### config.mk
export PLATFORM = sky130hd
export DESIGN_NAME = data_sync_launcher
export DESIGN_NICKNAME = d
export VERILOG_FILES = /design/src/rtl/data_sync_pkg.sv /design/src/rtl/data_sync_launcher.sv
export SDC_FILE = /design/constraint.sdc
export NUM_CORES = 1
export LEC_CHECK = 0
export CAP_MARGIN = 10
export CELL_PAD_IN_SITES_DETAIL_PLACEMENT = 1
export CELL_PAD_IN_SITES_GLOBAL_PLACEMENT = 1
export CORE_MARGIN = 5
export CORE_UTILIZATION = 36
export DETAILED_ROUTE_END_ITERATION = 7
export HOLD_SLACK_MARGIN = 0.08
export PLACE_DENSITY = 0.69
export SYNTH_ARGS = -nofsm -noshare
export SYNTH_HDL_FRONTEND = slang
export SYNTH_SLANG_ARGS = --single-unit
### constraint.sdc
create_clock -name CLK -period 1.75 [get_ports CLK]
set_clock_uncertainty 0.15 [all_clocks]
set_input_delay 0.35 -clock CLK [delete_from_list [all_inputs] [get_ports CLK]]
set_output_delay 0.35 -clock CLK [all_outputs]
set_load 0.02 [all_outputs]
### src/rtl/data_sync_pkg.sv
// data_sync_pkg: state encoding and phase-length helpers shared by the bus-CDC launcher and its receiver bench.
package data_sync_pkg;
  typedef enum logic [1:0] {IDLE, SETUP, HIGH, LOW} state_e;
  function automatic int hold_cyc(input int dest_stages, input int clk_ratio, input int margin);
    return (dest_stages + 2) * clk_ratio + margin;
  endfunction
  function automatic int low_cyc(input int clk_ratio, input int margin);
    return 2 * clk_ratio + margin;
  endfunction
  function automatic int cnt_width(input int hold, input int low);
    return $clog2((hold > low ? hold : low) + 1);
  endfunction
endpackage

### src/rtl/data_sync_launcher.sv
// data_sync_launcher: source-side transmitter for an enable-qualified multi-bit bus CDC.
module data_sync_launcher
  import data_sync_pkg::*;
#(
  parameter int BUS_WIDTH   = 8,
  parameter int DEST_STAGES = 8,
  parameter int CLK_RATIO   = 1,
  parameter int MARGIN      = 2
) (
  input  logic                 CLK,
  input  logic                 RST,
  input  logic [BUS_WIDTH-1:0] data_in,
  input  logic                 data_valid,
  output logic                 data_ready,
  output logic [BUS_WIDTH-1:0] unsync_bus,
  output logic                 bus_enable,
  output logic                 busy
);
  localparam int HOLD_CYC = hold_cyc(DEST_STAGES, CLK_RATIO, MARGIN);
  localparam int LOW_CYC  = low_cyc(CLK_RATIO, MARGIN);
  localparam int CW       = cnt_width(HOLD_CYC, LOW_CYC);

  state_e                 state_q, state_d;
  logic [CW-1:0]          cnt_q, cnt_d;
  logic                   pend_vld_q, pend_vld_d;
  logic [BUS_WIDTH-1:0]   pend_data_q, pend_data_d;
  logic [BUS_WIDTH-1:0]   bus_q, bus_d;
  logic                   en_q, en_d;
  logic                   rdy_q, busy_q;
  logic                   accept, launch, cnt_zero;

  assign cnt_zero = cnt_q == '0;
  assign accept   = data_valid && rdy_q;
  // A pending word leaves straight from the last LOW cycle so back-to-back words keep the 1+HOLD+LOW period.
  assign launch   = pend_vld_q && (state_q == IDLE || (state_q == LOW && cnt_zero));

  always_comb begin
    pend_vld_d  = accept ? 1'b1 : launch ? 1'b0 : pend_vld_q;
    pend_data_d = accept ? data_in : pend_data_q;
  end

  always_comb begin
    state_d = state_q;
    case (state_q)
      IDLE:    state_d = launch ? SETUP : IDLE;
      SETUP:   state_d = HIGH;
      HIGH:    state_d = cnt_zero ? LOW : HIGH;
      LOW:     state_d = cnt_zero ? (launch ? SETUP : IDLE) : LOW;
      default: state_d = IDLE;
    endcase
    bus_d = launch ? pend_data_q : bus_q;
    en_d  = state_d == HIGH;
  end

  always_comb begin
    cnt_d = state_q == SETUP              ? CW'(HOLD_CYC - 1) :
            (state_q == HIGH && cnt_zero) ? CW'(LOW_CYC - 1)  :
            !cnt_zero                     ? cnt_q - CW'(1)    : cnt_q;
  end

  always_ff @(posedge CLK or negedge RST) begin
    if (!RST) begin
      pend_vld_q  <= 1'b0;
      pend_data_q <= '0;
      rdy_q       <= 1'b0;
    end else begin
      pend_vld_q  <= pend_vld_d;
      pend_data_q <= pend_data_d;
      rdy_q       <= !pend_vld_d;
    end
  end

  always_ff @(posedge CLK or negedge RST) begin
    if (!RST) begin
      state_q <= IDLE;
      bus_q   <= '0;
      en_q    <= 1'b0;
      busy_q  <= 1'b0;
    end else begin
      state_q <= state_d;
      bus_q   <= bus_d;
      en_q    <= en_d;
      busy_q  <= (state_d != IDLE) || pend_vld_d;
    end
  end

  always_ff @(posedge CLK or negedge RST) begin
    if (!RST) cnt_q <= '0;
    else      cnt_q <= cnt_d;
  end

  assign data_ready = rdy_q;
  assign unsync_bus = bus_q;
  assign bus_enable = en_q;
  assign busy       = busy_q;
endmodule

Yosys cells after proc, flatten, opt, wreduce, memory -nomap -nowiden
Cells that the tools add are included.
Word-level totals
  output and inout port bits: 11
  flip-flop bits (word level): 26
  bits in latches: 0
  bits in read-only memories: 0
  RAM bits: 0
  memories kept: 0
Cells by class
  shift-type cells: 0
  divide/modulo/power cells: 0
  bitwise operators: 0
  $add $sub $neg: 1
  reductions and logical operators: 10
  multipliers: 0
  mux-type cells: 9
  magnitude comparators: 0
  eq/ne operators: 5
Operators by type and width (number)
  4-bit 2-to-1 mux: 3
  2-bit case mux with 4 select lines: 1
  2-bit equality test (second input constant): 3
  1-bit logical AND: 4
  4-bit zero test: 1
  1-bit 2-to-1 mux: 4
  4-bit by 1-bit subtractor with 4-bit output (second input constant): 1
  3-bit by 1-bit != test with 1-bit output (second input constant): 1
  2-bit by 1-bit equality test with 1-bit output (second input constant): 1
  2-bit zero test: 1
  1-bit logical OR: 2
  2-bit 2-to-1 mux: 1
  2-bit nonzero test: 1
  1-bit zero test: 1

Depth between registers and ports, before layout
Gate-level depths: netlist of run 1.
  word-level depth: 9
  gate-level depth with buffers: 6
  depth with buffers taken out: 5

Worst setup path after synthesis of run 1
Ideal clock, no wire load.
  path kind: register to register
  start point: reg cnt_q[0]
  end point: reg bus_q[0], in the netlist unsync_bus[0]
  required time: 1.458 ns
  arrival time: 1.483 ns
  cell stages (with the launch flop): 7
  path buffers: 1
  period minus slack after synthesis: 1.775 ns
  setup slack: -0.025 ns
  setup time: 0.142 ns
  path through: dfrtp_1 > inv_1 > ha_1 > or3b_1 > buf_6 > o32ai_1 > a211oi_1
On the way
  cells in the longest elaborated chain, start to end: 4
Ends and longest elaborated chain
  start, declared: RTL line data_sync_launcher.sv:24  | logic [CW-1:0] cnt_q, cnt_d;
  start signal, assigned: RTL line data_sync_launcher.sv:89  | else cnt_q <= cnt_d;
  4-bit zero test: RTL line data_sync_launcher.sv:32  | assign cnt_zero = cnt_q == '0;
  1-bit logical AND: RTL line data_sync_launcher.sv:35  | assign launch = pend_vld_q && (state_q == IDLE || (state_q == LOW && cnt_zero));
  1-bit logical OR: RTL line data_sync_launcher.sv:35
  1-bit logical AND: RTL line data_sync_launcher.sv:35
  end signal, assigned: RTL line data_sync_launcher.sv:81  | bus_q <= bus_d;
  end, declared: RTL line data_sync_launcher.sv:27  | logic [BUS_WIDTH-1:0] bus_q, bus_d;
No other way between the ends.
A chain may end at the register's enable or synchronous reset.

Final worst setup path of run 1
  start point: reg cnt_q[0]
  end point: reg bus_q[1], in the netlist unsync_bus[1]
Same word-level chain as after synthesis.

==> reports/results.tsv, run 1 <==
metric	value	unit
status	finished, violations left	
violations	setup timing	
worst-setup-path-type	flip-flop to flip-flop	
drc	0	
core_region_area	3580	um2
syn_area	1310	um2
drtAntennaViolNets	0	
p_comb_frac	0.510	
cap_violations	0	
clk_latency	330	ps
gp_congestion	0.846	
layout.nets	169	
drt_wl_total	3.45	mm
clock_sinks	26	
netSwitchingFraction	0.401	
critPathSlowestCell	or3b_4	
cts_buffer_depth	2	
slew_headroom	0.769	
timing.fmax	568	MHz
synth.area.top_cells	dfrtp_1 (50%), mux2_2 (6.9%), or3b_2 (6.0%)	
initial_core_util	0.366	
rsz0062_at_grt	true	
p_int	1.99	mW
antenna_found_initial	0	
synth_nets	135	
fp.dieH	70.3	um
switching_power	1.33	mW
finalSetupViolCount	1	
io_pins	22	
finalPower	3.32	mW
yosysTopAreaCell	dfrtp_1	
root_buffer	clkbuf_4	
overflow	0	
drtPass1Iterations	4	
clkPwrFrac	0.127	
async_reset_ff_frac	1.00	
antenna_cells	0	
track_usage	0.144	
synth_top_area_share	0.497	
die_width	70.3	um
ir_drop	0.699	mV
num_vias	1082	
period_minus_slack	1760	ps
worstHoldPathType	input port to asynchronous set/reset pin	
setup_ws	-9.75	ps
synth_ff_type	dfrtp_1	
dieArea	4940	um2
postLayoutCellArea	1780	um2
synth-edff-count	0	
routedWlPerCell	16.9	um
yosysSeqAreaShare	0.497	
slowest_delay	450	ps
cp_data_required_time	1820	ps
power.leakage	0.749	nW
grt_pass1_vias	1219	
yosys_register_bits	26	
slew_viol_final	0	
hold_viol_final	0	
ys_warn_count	0	
vias_per_cell	5.30	
syn-mean-instance-area	10.6	um2
power.density	1860	nW/um2
path_buf_inv	1	
grt_max_degree	27	
drive_gt1_frac	0.301	
arrival	1830	ps
crit_path_cell_trace	inv_1, ha_4, or3b_4, o32ai_1, a211oi_1	
rows	22	
clk_pin_slew_worst_paths	150	ps
synth_cell_types	28	
place_area	1670	um2
tightest_slew	347	ps
timing.final.crit_share	1.01	
grt_pass1_wl	5.79	mm
numPortBuffers	21	
dpl.hpwl	2.36	mm
cp_top_family	simple AND/OR/NAND/NOR gates	
worstSetupStartpointType	flip-flop	
end_kind	flip-flop	
drt_iter0_markers	56	
cts_tree	yes	
critPathMaxFanout	6	
seq_power_share	0.363	
numCtsBuffers	3	
htree_levels	1	
syn_inst	123	
area_growth	36.2	%
[cell type report]
cell class                 count  area (um2)
fill                         409        1800
timing repair buffer          36         322
clock buffer                   3        22.5
tap                           48        60.1
multi-input combinational     86         682
sequential                    26         652
inverter                       4        15.0
clock inverter                 1        30.0
[state kept, by name (all words and copies together) (netlist names)]
name,cells
data_ready,1
busy,1
cnt_q,4
unsync_bus,8
pend_data_q,8
pend_vld_q,1
state_q,2
bus_enable,1
[Yosys cell counts, types with 2 or more instances]
master and instances:
clkbuf_1 4, nor2_1 9, a21oi_1 11, a211oi_1 8, dfrtp_1 26, nand2_1 5
mux2_2 8, inv_1 4, nor2b_1 2, o32ai_1 8, or3b_2 9, nand2b_1 11
buf_2 3
[logic make-up after synthesis]
group	Yosys count	synth area share
compound gates	34	0.183
fa+ha+maj	1	0.00956
buf+inv	12	0.0430
flops	26	0.497
mux	8	0.0688
simple gates	42	0.199
[routing by layer]
| layer | track usage | routed length, um |
|---|---|---|
| met1 | 0.180 | 1600 |
| met2 | 0.245 | 1760 |
| met3 | 0.0374 | 84 |
| met4 | 0.0340 | 10 |
| met5 | 0 | 0 |
[power groups by stage]
stage / logic [mW] / clock network [mW] / registers (mW)
3_5_place_dp: 1.68 / 0 / 1.18
3_3_place_gp: 1.59 / 0 / 1.16
4_1_cts: 1.66 / 0.436 / 1.19
5_1_grt: 1.87 / 0.463 / 1.25
2_1_floorplan: 0.912 / 0 / 1.21
6_report: 1.69 / 0.421 / 1.21
[final timing paths]
check                      startpoint        endpoint  slack (ps)  cells past startpoint
max                          cnt_q[0]   unsync_bus[1]         -10                      5
min in group CLK           data_ready      pend_vld_q         400                      1
max reg2reg                  cnt_q[0]   unsync_bus[1]         -10                      5
min                               RST  pend_data_q[4]         220                      2
max in group asynchronous         RST      pend_vld_q         950                      2
min reg2reg                data_ready      pend_vld_q         400                      1
[placed cells by master (no fill, tap or decap), drive strengths merged, types with 2 or more instances in the layout]
| cell | count |
|---|---|
| a211oi | 8 |
| a21oi | 11 |
| buf | 15 |
| clkbuf | 3 |
| clkdlybuf4s50 | 10 |
| dfrtp | 26 |
| dlygate4sd2 | 11 |
| inv | 4 |
| mux2 | 8 |
| nand2 | 5 |
| nand2b | 11 |
| nor2 | 9 |
| nor2b | 2 |
| o21ai | 2 |
| o32ai | 8 |
| or3b | 11 |
[metrics by stage]
stage                      util  setup WS, ps  hold slack (ps)  setup TNS [ps]  cells
after floorplan               -         -13.6            -95.6           -94.9    123
after global placement    0.466          20.2              360               0    199
after detailed placement  0.466         -86.6              372            -283    199
after CTS                 0.487         -20.9              227           -20.9    204
after global routing      0.498         -78.0              230            -294    204
final                     0.498         -9.75              223           -9.75    204
[repair_timing]
action | CTS | global route
hold buffers | 0 | 0
buffers inserted | 0 | 0
setup endpoints to repair | 19 | 8
resized for setup | 15 | 6
pin swaps | 2 | 0
cloned | 1 | 0
Power figures use the tool's default switching activity.
==> run 2: changes to the inputs <==
--- a/config.mk
+++ b/config.mk
@@ -5,11 +5,13 @@
 export SDC_FILE = /design/constraint.sdc
 export NUM_CORES = 1
 export LEC_CHECK = 0
+export ABC_AREA = 1
 export CAP_MARGIN = 10
 export CELL_PAD_IN_SITES_DETAIL_PLACEMENT = 1
 export CELL_PAD_IN_SITES_GLOBAL_PLACEMENT = 1
 export CORE_MARGIN = 5
-export CORE_UTILIZATION = 36
+export CORE_UTILIZATION = 33
+export CTS_CLUSTER_DIAMETER = 200
 export DETAILED_ROUTE_END_ITERATION = 7
 export HOLD_SLACK_MARGIN = 0.08
 export PLACE_DENSITY = 0.69
==> reports/results.tsv, run 2 <==
metric	value	unit	change
status	finished clean		was finished, violations left
drtPass1Iterations	4		unchanged
reg2reg_to	cnt_q[0]		was unsync_bus[1]
grt_pass1_vias	947		was 1219
timing.final.crit_share	0.929		was 1.01
root_buffer	clkbuf_4		unchanged
worstHoldPathType	input port to asynchronous set/reset pin		unchanged
yosys_register_bits	26		unchanged
final_common_cell	nand2_1		was dfrtp_1
period_minus_slack	1630	ps	was 1760 ps
initial_core_util	0.336		was 0.366
slew_viol_final	0		unchanged
yosysSeqAreaShare	0.589		was 0.497
place_ws	86.0	ps	was -86.6 ps
rr_worst_depth	7		was 5
rows	21		was 22
dieArea	4600	um2	was 4940 um2
path_buf_inv	1		unchanged
synth_nets	137		was 135
track_usage	0.120		was 0.144
htree_levels	1		unchanged
async_reset_ff_frac	1.00		unchanged
num_vias	897		was 1082
syn_area	1100	um2	was 1310 um2
drt_wl_total	2.40	mm	was 3.45 mm
clk_pin_slew_worst_paths	140	ps	was 150 ps
crit_path_cell_trace	inv_1, ha_2, nand2_1, nor2_1, nand2_1, nand2_1, o211ai_1		was inv_1, ha_4, or3b_4, o32ai_1, a211oi_1
synth_ff_type	dfrtp_1		unchanged
yosys.cell_count.top_type	nand2_1		was dfrtp_1
drc	0		unchanged
antenna_cells	0		unchanged
end_kind	flip-flop		unchanged
final_core_util	0.427		was 0.498
cts_buffer_depth	2		unchanged
rr_startpoint	cnt_q[0]		unchanged
clk_latency	320	ps	was 330 ps
crit_top_cell	nand2_1		
clock_sinks	26		unchanged
area_growth	27.0	%	was 36.2%
setup_ws	124	ps	was -9.75 ps
reg2reg_setup_slack	120	ps	was -10 ps
ir_drop	0.657	mV	was 0.699 mV
core_region_area	3280	um2	was 3580 um2
tns	0	ps	was -9.75 ps
numPortBuffers	21		unchanged
slowest_delay	410	ps	was 450 ps
arrival	1680	ps	was 1830 ps
synth_cell_types	16		was 28
drtAntennaViolNets	0		unchanged
slew_headroom	0.777		was 0.769
grt_pass1_wl	4.26	mm	was 5.79 mm
cp_top_family	simple AND/OR/NAND/NOR gates		unchanged
gp_congestion	0.743		was 0.846
power.leakage	0.759	nW	was 0.749 nW
drive_gt1_frac	0.0921		was 0.301
worst-setup-path-type	flip-flop to flip-flop		unchanged
rsz0062_at_grt	false		was true
synth.area.top_cells	dfrtp_1 (59%), nand2_1 (19%), nand3_1 (5.4%)		was dfrtp_1 (50%), mux2_2 (6.9%), or3b_2 (6.0%)
layout.nets	165		was 169
overflow	0		unchanged
timing.fmax	615	MHz	was 568 MHz
die_width	67.9	um	was 70.3 um
antenna_found_initial	0		unchanged
tightest_slew	335	ps	was 347 ps
ys_warn_count	0		unchanged
worstSetupStartpointType	flip-flop		unchanged
routedWlPerCell	12.1	um	was 16.9 um
synth_common_cells	nand2_1 (57), dfrtp_1 (26), inv_1 (12), nand3_1 (12), nor2_1 (5)		was dfrtp_1 (26), a21oi_1 (11), nand2b_1 (11)
dpl.hpwl	1.89	mm	was 2.36 mm
fp.dieH	67.9	um	was 70.3 um
vias_per_cell	4.53		was 5.30
cts_tree	yes		unchanged
numCtsBuffers	3		unchanged
synth-edff-count	0		unchanged
syn-mean-instance-area	8.84	um2	was 10.6 um2
grt_max_degree	27		unchanged
syn_inst	125		was 123
critPathMaxFanout	6		unchanged
yosysTopAreaCell	dfrtp_1		unchanged
hold_viol_final	0		unchanged
finalSetupViolCount	0		was 1
power.density	1730	nW/um2	was 1860 nW/um2
cap_violations	0		unchanged
layout_common_cells	nand2_1 (57), dfrtp_1 (26), inv_1 (12), nand3_1 (12), dlygate4sd2_1 (11)		was dfrtp_1 (25), buf_4 (14), nand2b_1 (11), a21oi_1 (11), dlygate4sd2_1 (11)
fillers	404		was 409
synth_top_area_share	0.589		was 0.497
cp_data_required_time	1800	ps	was 1820 ps
io_pins	22		unchanged
critPathSlowestCell	dfrtp_1		was or3b_4
drt_iter0_markers	39		was 56
==> run 2: where the power goes <==
group / internal, mW / total [mW] / switching [mW]
registers: 0.873 / 1.07 / 0.198
logic: 0.403 / 1.05 / 0.646
clock network: 0.127 / 0.306 / 0.179
total: 1.40 / 2.43 / 1.02
==> run 2: how the worst max path moves through the flow <==
stage | from | end | slack, ps | cells past startpoint
after floorplan | cnt_q[0] | cnt_q[0] | 350 | 7
after global placement | data_valid | pend_vld_q | 130 | 4
after detailed placement | cnt_q[0] | cnt_q[0] | 90 | 7
after CTS | cnt_q[0] | cnt_q[0] | 60 | 7
after global routing | cnt_q[0] | unsync_bus[4] | 10 | 7
final | cnt_q[0] | cnt_q[0] | 120 | 7
==> run 2: metrics by stage <==
step,hold slack (ps),power [mW],area [um2],cells
floorplan,-95.6,1.79,1100,125
global placement,316,2.16,1380,194
detailed placement,319,2.23,1380,194
CTS,227,2.47,1400,198
global route,245,2.65,1400,198
finish,224,2.43,1400,198
==> run 2: area by class of cell <==
type | instances | area (um2) | share of cell area
inverters | 13 | 48.8 | 0.0348
repair buffers | 25 | 226 | 0.161
flip-flops and latches | 26 | 651 | 0.464
multi-input cells | 84 | 383 | 0.273
clock buffers | 4 | 36.3 | 0.0259
well taps | 46 | 57.6 | 0.0410
==> run 2: layer usage <==
layer	track usage	vias to the layer above	share of wire
met5	0	-	0
met4	0.0372	0	0
met3	0.0213	0	0.032
met2	0.193	14	0.49
met1	0.165	442	0.48
li1	-	441	-
==> run 2: cell families (layout without fill, tap and decap cells) <==
kind of cell	count (synthesis)	in the layout	synth area share
adder cells (fa/ha/maj)	1	1	0.0113
flip-flops	26	26	0.589
AND/OR/NAND/NOR	80	80	0.302
buffers and inverters	15	42	0.0668
AO/OA/AOI/OAI	3	3	0.0306
==> run 2: timing repair <==
| action | CTS | global route |
|---|---|---|
| pin swaps | 0 | 0 |
| hold buffers | 0 | 0 |
| resized for setup | 11 | 1 |
| setup endpoints to repair | 11 | 10 |
| setup buffers | 0 | 0 |
==> run 3: changes to the inputs <==
--- a/config.mk
+++ b/config.mk
@@ -9,7 +9,7 @@
 export CAP_MARGIN = 10
 export CELL_PAD_IN_SITES_DETAIL_PLACEMENT = 1
 export CELL_PAD_IN_SITES_GLOBAL_PLACEMENT = 1
-export CORE_MARGIN = 5
+export CORE_MARGIN = 1
 export CORE_UTILIZATION = 33
 export CTS_CLUSTER_DIAMETER = 200
 export DETAILED_ROUTE_END_ITERATION = 7
==> reports/results.tsv, run 3 (synthesis results as in run 2) <==
metric	value	unit	change
status	finished clean		unchanged
antenna_found_initial	0		unchanged
die_width	59.9	um	was 67.9 um
hold_viol_final	0		unchanged
antenna_cells	0		unchanged
worstSetupStartpointType	flip-flop		unchanged
vias_per_cell	4.43		was 4.53
worstHoldPathType	input port to asynchronous set/reset pin		unchanged
cap_violations	0		unchanged
cts_buffer_depth	2		unchanged
cts_tree	yes		unchanged
io_pins	22		unchanged
rr_worst_depth	7		unchanged
rows	20		was 21
initial_core_util	0.356		was 0.336
drive_gt1_frac	0.0933		was 0.0921
final_common_cell	nand2_1		unchanged
end_kind	flip-flop		unchanged
wl_met2	1.06	mm	was 1.16 mm
dpl.hpwl	1.76	mm	was 1.89 mm
timing.fmax	624	MHz	was 615 MHz
num_vias	860		was 897
rr_startpoint	cnt_q[0]		unchanged
rsz0062_at_grt	false		unchanged
endpoint	unsync_bus[3]		was cnt_q[0]
routedWlPerCell	12.0	um	was 12.1 um
drtPass1Iterations	4		unchanged
drc	0		unchanged
layout_common_cells	nand2_1 (56), dfrtp_1 (26), inv_1 (12), nand3_1 (12), dlygate4sd2_1 (11)		was nand2_1 (57), dfrtp_1 (26), inv_1 (12), nand3_1 (12), dlygate4sd2_1 (11)
htree_levels	1		unchanged
core_region_area	3100	um2	was 3280 um2
critPathMaxFanout	7		was 6
reg2reg_setup_slack	150	ps	was 120 ps
gp_congestion	0.761		was 0.743
finalSetupViolCount	0		unchanged
worst-setup-path-type	flip-flop to flip-flop		unchanged
track_usage	0.152		was 0.120
post-cts-setup-buffer-count	0		unchanged
arrival	1710	ps	was 1680 ps
period_minus_slack	1600	ps	was 1630 ps
slew_headroom	0.768		was 0.777
tightest_slew	348	ps	was 335 ps
clk_pin_slew_worst_paths	130	ps	was 140 ps
drt_iter0_markers	30		was 39
timing.final.crit_share	0.916		was 0.929
drtAntennaViolNets	0		unchanged
clock_sinks	26		unchanged
dieArea	3580	um2	was 4600 um2
reg2reg_to	unsync_bus[3]		was cnt_q[0]
grt_pass1_vias	875		was 947
met1Wirelength	1.17	mm	was 1.16 mm
grt_pass1_wl	4.00	mm	was 4.26 mm
drt_wl_total	2.33	mm	was 2.40 mm
grt_max_degree	27		unchanged
cp_data_required_time	1860	ps	was 1800 ps
highest_layer	met4		was met3
cts-hold-fix-buffers	0		unchanged
layout.nets	164		was 165
fp.dieH	59.9	um	was 67.9 um
cp-startpoint	cnt_q[0]		unchanged
overflow	0		unchanged
root_buffer	clkbuf_4		unchanged
fillers	384		was 404
slew_viol_final	0		unchanged
area_growth	25.3	%	was 27.0%
numCtsBuffers	3		unchanged
tns	0	ps	unchanged
finalPower	2.35	mW	was 2.43 mW
numPortBuffers	21		unchanged
power.density	1700	nW/um2	was 1730 nW/um2
dr_wl_met3	84	um	was 76 um
power.leakage	0.746	nW	was 0.759 nW
ir_drop	0.715	mV	was 0.657 mV
clk_latency	310	ps	was 320 ps
## run 3: repair_timing
| item | CTS | global route |
|---|---|---|
| gates cloned | 0 | 0 |
| endpoints found under the setup margin | 11 | 10 |
| gates resized for setup | 11 | 3 |
| hold endpoints to repair | 0 | 0 |
## run 3: metal layers
layer	global-route usage	vias up
li1	-	438
met1	0.209	404
met2	0.238	16
met3	0.0455	2
met4	0.0299	0
met5	0	-
## run 3: worst max-delay path: stages (launching register included)
cell,delay [ps]
dfrtp_1,400
inv_1,130
ha_2,270
nand3_2,100
nand2_2,150
buf_4,180
nand3_1,80
nand2_1,90
## run 3: per-stage QoR
stage	area (um2)	instances	setup WS, ps	utilization	hold WS (ps)
floorplan	1100	125	347	-	-95.6
global placement	1370	191	70.5	0.441	307
detailed placement	1370	191	36.5	0.441	312
CTS	1380	194	16.6	0.444	270
global route	1380	194	18.5	0.446	277
finish	1380	194	147	0.446	263
## run 3: worst min path at each step
stage / startpoint / to / slack, ps / cells after the start
detailed placement: unsync_bus[5] / unsync_bus[5] / 310 / 2
floorplan: RST / bus_enable / -100 / 0
finish: RST / pend_data_q[6] / 260 / 2
global route: RST / pend_vld_q / 280 / 2
CTS: RST / data_ready / 270 / 2
global placement: unsync_bus[5] / unsync_bus[5] / 310 / 2
## run 3: area by class of cell
type | count | area, um2 | area share
sequential | 26 | 651 | 0.470
clock buffer | 3 | 22.5 | 0.0163
timing repair buffer | 24 | 219 | 0.158
multi-input combinational | 84 | 388 | 0.280
tap | 44 | 55.1 | 0.0398
inverter | 13 | 48.8 | 0.0353
## run 3: power breakdown
group          total, mW  internal (mW)  switching, mW
logic               1.05          0.394          0.653
clock network      0.240         0.0804          0.160
registers           1.06          0.873          0.192
total               2.35           1.35           1.01
